## config.mk

```make
export PLATFORM = sky130hd
export DESIGN_NAME = sreg_load_ctrl_18_flat
export DESIGN_NICKNAME = d
export VERILOG_FILES = /design/src/rtl/sreg_load_ctrl_18_if.sv /design/src/rtl/sreg_load_ctrl_18.sv /design/src/flat_wrapper.sv
export SDC_FILE = /design/constraint.sdc
export NUM_CORES = 1
export LEC_CHECK = 0
export CAP_MARGIN = 20
export CORE_AREA = 10 10 48 50
export CTS_BUF_LIST = sky130_fd_sc_hd__clkbuf_2 sky130_fd_sc_hd__clkbuf_4 sky130_fd_sc_hd__clkbuf_8
export DETAILED_ROUTE_END_ITERATION = 8
export DIE_AREA = 0 0 58 60
export HOLD_SLACK_MARGIN = 0.1
export PLACE_DENSITY = 0.77
export SYNTH_ARGS = -nofsm -noshare
export SYNTH_HDL_FRONTEND = slang
export SYNTH_SLANG_ARGS = --single-unit
```

## constraint.sdc

```tcl
create_clock -name ck -period 2 [get_ports ck]
set_input_delay 0.2 -clock ck [delete_from_list [all_inputs] [get_ports ck]]
set_output_delay 0.2 -clock ck [all_outputs]
set_load 0.05 [all_outputs]
```

## src/rtl/sreg_load_ctrl_18_if.sv

```systemverilog
// Handshake bundle for the serial-to-parallel word sequencer.
// master drives the request/serial/accept side, slave is the sequencer.
interface sreg_load_ctrl_18_if #(
  parameter int WIDTH = 4,
  parameter int CNT_W = 3
);
  logic             start;
  logic             sin;
  logic             q_ready;
  logic [WIDTH-1:0] q;
  logic             q_valid;
  logic             busy;
  logic [CNT_W-1:0] bit_cnt;

  modport master (
    output start,
    output sin,
    output q_ready,
    input  q,
    input  q_valid,
    input  busy,
    input  bit_cnt
  );

  modport slave (
    input  start,
    input  sin,
    input  q_ready,
    output q,
    output q_valid,
    output busy,
    output bit_cnt
  );
endinterface

```

## src/rtl/sreg_load_ctrl_18.sv

```systemverilog
// Serial-in/parallel-out sequencer: counts WIDTH bits into a chain,
// then hands the word to a holding register under valid/ready.
module sreg_load_ctrl_18 #(
  parameter int WIDTH = 4,
  parameter int CNT_W = 3
) (
  input logic ck,
  input logic rst_n,
  sreg_load_ctrl_18_if.slave bus
);

  typedef enum logic [1:0] {
    IDLE,
    SHIFT,
    DONE
  } state_t;

  localparam logic [CNT_W-1:0] LAST = CNT_W'(WIDTH - 1);

  state_t           state;
  logic [WIDTH-1:0] chain;
  logic [WIDTH-1:0] q_r;
  logic             q_valid_r;
  logic             busy_r;
  logic [CNT_W-1:0] cnt;
  logic             free;

  assign free = !q_valid_r || bus.q_ready;

  // All state moves on the falling edge of ck.
  always_ff @(negedge ck or negedge rst_n) begin
    if (!rst_n) begin
      state     <= IDLE;
      chain     <= '0;
      q_r       <= '0;
      q_valid_r <= 1'b0;
      busy_r    <= 1'b0;
      cnt       <= '0;
    end else begin
      // consume; a load in DONE below overrides this
      if (q_valid_r && bus.q_ready)
        q_valid_r <= 1'b0;

      unique case (state)
        IDLE: begin
          if (bus.start) begin
            state  <= SHIFT;
            cnt    <= '0;
            busy_r <= 1'b1;
          end
        end

        SHIFT: begin
          chain <= {chain[WIDTH-2:0], bus.sin};
          cnt   <= cnt + 1'b1;
          if (cnt == LAST)
            state <= DONE;
        end

        DONE: begin
          if (free) begin
            q_r       <= chain;
            q_valid_r <= 1'b1;
            cnt       <= '0;
            if (bus.start) begin
              state  <= SHIFT;
              busy_r <= 1'b1;
            end else begin
              state  <= IDLE;
              busy_r <= 1'b0;
            end
          end
        end

        default: begin
          state  <= IDLE;
          busy_r <= 1'b0;
          cnt    <= '0;
        end
      endcase
    end
  end

  assign bus.q       = q_r;
  assign bus.q_valid = q_valid_r;
  assign bus.busy    = busy_r;
  assign bus.bit_cnt = cnt;

endmodule

```

## src/flat_wrapper.sv

```systemverilog
// flat-port wrapper written by rule: the top's interface ports become plain ports
module sreg_load_ctrl_18_flat 
#(
  parameter int WIDTH = 4,
  parameter int CNT_W = 3
)
  (ck, rst_n, bus_start, bus_sin, bus_q_ready, bus_q, bus_q_valid, bus_busy, bus_bit_cnt);
  sreg_load_ctrl_18_if #(.WIDTH(WIDTH), .CNT_W(CNT_W)) bus_i ();
  input logic ck;
  input logic rst_n;
  input wire logic [$bits(bus_i.start)-1:0] bus_start;
  input wire logic [$bits(bus_i.sin)-1:0] bus_sin;
  input wire logic [$bits(bus_i.q_ready)-1:0] bus_q_ready;
  output wire logic [$bits(bus_i.q)-1:0] bus_q;
  output wire logic [$bits(bus_i.q_valid)-1:0] bus_q_valid;
  output wire logic [$bits(bus_i.busy)-1:0] bus_busy;
  output wire logic [$bits(bus_i.bit_cnt)-1:0] bus_bit_cnt;
  assign bus_i.start = bus_start;
  assign bus_i.sin = bus_sin;
  assign bus_i.q_ready = bus_q_ready;
  assign bus_q = bus_i.q;
  assign bus_q_valid = bus_i.q_valid;
  assign bus_busy = bus_i.busy;
  assign bus_bit_cnt = bus_i.bit_cnt;
  sreg_load_ctrl_18 #(.WIDTH(WIDTH), .CNT_W(CNT_W)) u_core (.ck(ck), .rst_n(rst_n), .bus(bus_i));
endmodule
```

==> metrics.md <==
| Metric | Value |
|---|---|
| Share of cells above drive strength 1 | a little over two fifths |
| Clk pin slew, worst setup/hold paths | 70 ps |
| Crit-path max FO | 3 |
| Post-DR wirelength/cell | about 16 um |
| Count of different cell masters after synthesis | 23 |
| Arr. time, crit path | ~1900 ps |
| Sequential Area | about 380 um2 |
| Filler cells | 117 |
| Unrepaired setup endpoints after global routing | yes |
| Starting density of the core | between 40% and 50% |
| DP Area | about 900 um2 |
| CP cell instances | buf_12 |
| Die X-Extent | ~58 um |
| Initial DRC Count | 1 |
| Max stage delay cell, worst path | dfrtn_1 |
| Fin. max-slew vios | 0 |
| Die H | around 60 um |
| Vias in the first global route | between 500 and 600 |
| Core area | approximately 1400 um2 |
| Rel. slew slack | 77.0% |
| Mean Syn Cell Area | between 10 and 15 um2 |
| Origin of the critical flop-to-flop path | u_core.state[1] |
| Post-route setup slack | -125 ps |
| Tightest Pin Transition | between 300 and 400 ps |
| # setup viols final | 9 |
| Post-route DRC violation count | 0 |
| Initial antenna violation count | 0 |
| Mapped Area | between 600 and 700 um2 |
| Routed wire length | around 1500 um |
| Clock buffer depth | 2 |
| Commonest cells after routing, fill and taps aside | 15 x dfrtn_1, 9 x buf_12, 9 x buf_4 |
| Area of the multi-input gates | roughly 250 um2 |
| Final Skew | around 8.3 ps |
| First-pass GRT wire length | about 2400 um |
| Drt pass-1 iters | 4 |
| Final hold vios | 0 |
| Std-Cell Rows | 14 |
| Nets@finish | between 80 and 90 |
| Failing checks | negative setup slack |
| WP data required | between 1500 and 2000 ps |
| Number of max-cap violations | 0 |
| Drt via density | around 5.4 |
| Startpoint type of the worst setup path | register |
| Clock Tree Root | clkbuf_4 |
| Crit path launch | u_core.bus.bit_cnt[1] |
| R2R Setup Slk | between 600 and 700 ps |
| CTS tree | yes |
| Status | finished with violations |
| Synth warnings | 0 |
| Peak supply drop | 973 uV |
| Crit Path Category | reg -> out |
| Largest net degree at the start of global routing | 16 |
| Gate Count Post-Synth | 51 |
| WP buf/inv | 1 |
| HP Class | reg -> reg |
| Sequential area share after synthesis | 57.4% |
| Total GRT Usage | slightly below 9% |
| Global Route met1 Usage | 8.25% |
| Global route hottest layer | met2 |
| P_leak | 0.463 nW |
| WHS Path Cells | 1 |
| Worst r2r path cells | 3 |
| Worst skew pair latency | between 200 and 300 ps |
| Diodes inserted | 0 |
| Seq cells post-synth | 15 |
| CP max stage delay | 480 ps |
| Synth Net Count | 58 |
| Commonest non-fill, non-tap cell in the layout | dfrtn_1 |
| RD Place Congestion | 0.704 |
| Num CTS Buffers | 3 |
| HP Start | u_core.chain[3] |
| Final core utilization | 68.6% |
| Post-detail-place hpwl | about 1100 um |
| Power per cell area | 1790 nW/um2 |
| Grt total ovfl | 0 |
| Post-DRT Antenna Nets | 0 |
| Clock sink count | 15 |
| Met3 usage in global routing | 4.03% |
| Via count | between 400 and 500 |
| Die ar. | between 3000 and 4000 um2 |
| Finished Cell Area | 985 um2 |
| Area Overhead vs Synth | 50.5% |
| Critical path's top delay family | flip-flops |
| Worst setup EP type | output port |
| Met2 Usage GRT | 15.3% |
| Hold Path End | u_core.chain[3] |
| FF-to-FF End | u_core.chain[1] |
| H-tree depth | 1 |
| Ports | 14 |
| PortBufs | 13 |
cells by family after synthesis:
family / Yosys count / synth area share [%]
flops: 15 / 57.4
compound gates: 11 / 11.9
simple gates: 9 / 8.80
mux: 8 / 13.8
buf+inv: 6 / 4.40
fa+ha+maj: 2 / 3.82
layout make-up:
| class | instances | area share, % |
|---|---|---|
| Multi-Input combinational cell | 30 | 25.5 |
| Clock buffer | 3 | 2.29 |
| Sequential cell | 15 | 38.1 |
| Timing Repair Buffer | 22 | 29.4 |
| Inverter | 5 | 2.16 |
| Tap cell | 16 | 2.03 |
| Clock inverter | 1 | 0.508 |
sequential cells by signal (all words and copies together), names as in the netlist:
name	flops
u_core.state	2
u_core.bus.busy	1
u_core.bus.q_valid	1
u_core.bus.bit_cnt	3
u_core.chain	4
u_core.bus.q	4
Yosys cell counts:
cell / n / area (um2)
o31ai_1: 2 / 15.0
o32ai_1: 1 / 8.76
o21ai_1: 1 / 5.00
dfrtn_1: 15 / 375
o211ai_1: 2 / 15.0
and3b_1: 1 / 8.76
inv_1: 3 / 11.3
ha_1: 2 / 25.0
inv_4: 1 / 6.26
nand2b_1: 1 / 6.26
nor2b_1: 1 / 6.26
nor2_1: 1 / 3.75
nand2_1: 3 / 11.3
nand3_2: 1 / 10.0
mux2_2: 6 / 67.6
nor2_4: 1 / 11.3
a22o_1: 1 / 8.76
o22ai_1: 1 / 6.26
o21ai_0: 2 / 10.0
o311ai_0: 1 / 8.76
buf_4: 1 / 7.51
inv_2: 1 / 3.75
mux2_1: 2 / 22.5
power breakdown:
group / leakage, nW / switching, mW / total [mW] / internal, mW
logic: 0.266 / 0.476 / 0.980 / 0.504
clock network: 0.0177 / 0.100 / 0.174 / 0.0742
registers: 0.180 / 0.153 / 0.604 / 0.451
total: 0.463 / 0.729 / 1.76 / 1.03
how the worst max path moves through the flow:
stage / to / slack [ps] / cells past startpoint
after floorplan: u_core.bus.q[0] / 9 / 3
after global routing: bus_bit_cnt[1] / -160 / 1
after global placement: u_core.bus.q[1] / -410 / 4
final: bus_bit_cnt[1] / -120 / 1
after detailed placement: u_core.bus.q[2] / -440 / 4
after CTS: bus_bit_cnt[1] / -130 / 1
timing repair:
item                                    4_1_cts  5_1_grt
pin swaps                                     2        1
hold buffers                                  0        0
gates resized for setup                       3        1
endpoints found under the setup margin       17       11
buffers inserted                              5        2
metal layers:
layer | part of all wire, % | vias up
met4 | 0.55 | 0
met3 | 8.5 | 2
li1 | - | 239
met5 | 0 | -
met1 | 40 | 240
met2 | 51 | 13
per-stage QoR:
stage | setup TNS, ps | hold slack, ps | total power, mW | std cells | setup WS, ps
after floorplan | 0 | 433 | 1.08 | 51 | 9.33
after global placement | -3490 | 445 | 1.51 | 81 | -411
after detailed placement | -3790 | 452 | 1.53 | 81 | -438
after CTS | -972 | 453 | 1.75 | 90 | -132
after global routing | -1260 | 477 | 1.86 | 92 | -163
final | -922 | 453 | 1.76 | 92 | -125
(Power assumes the default switching activity.)
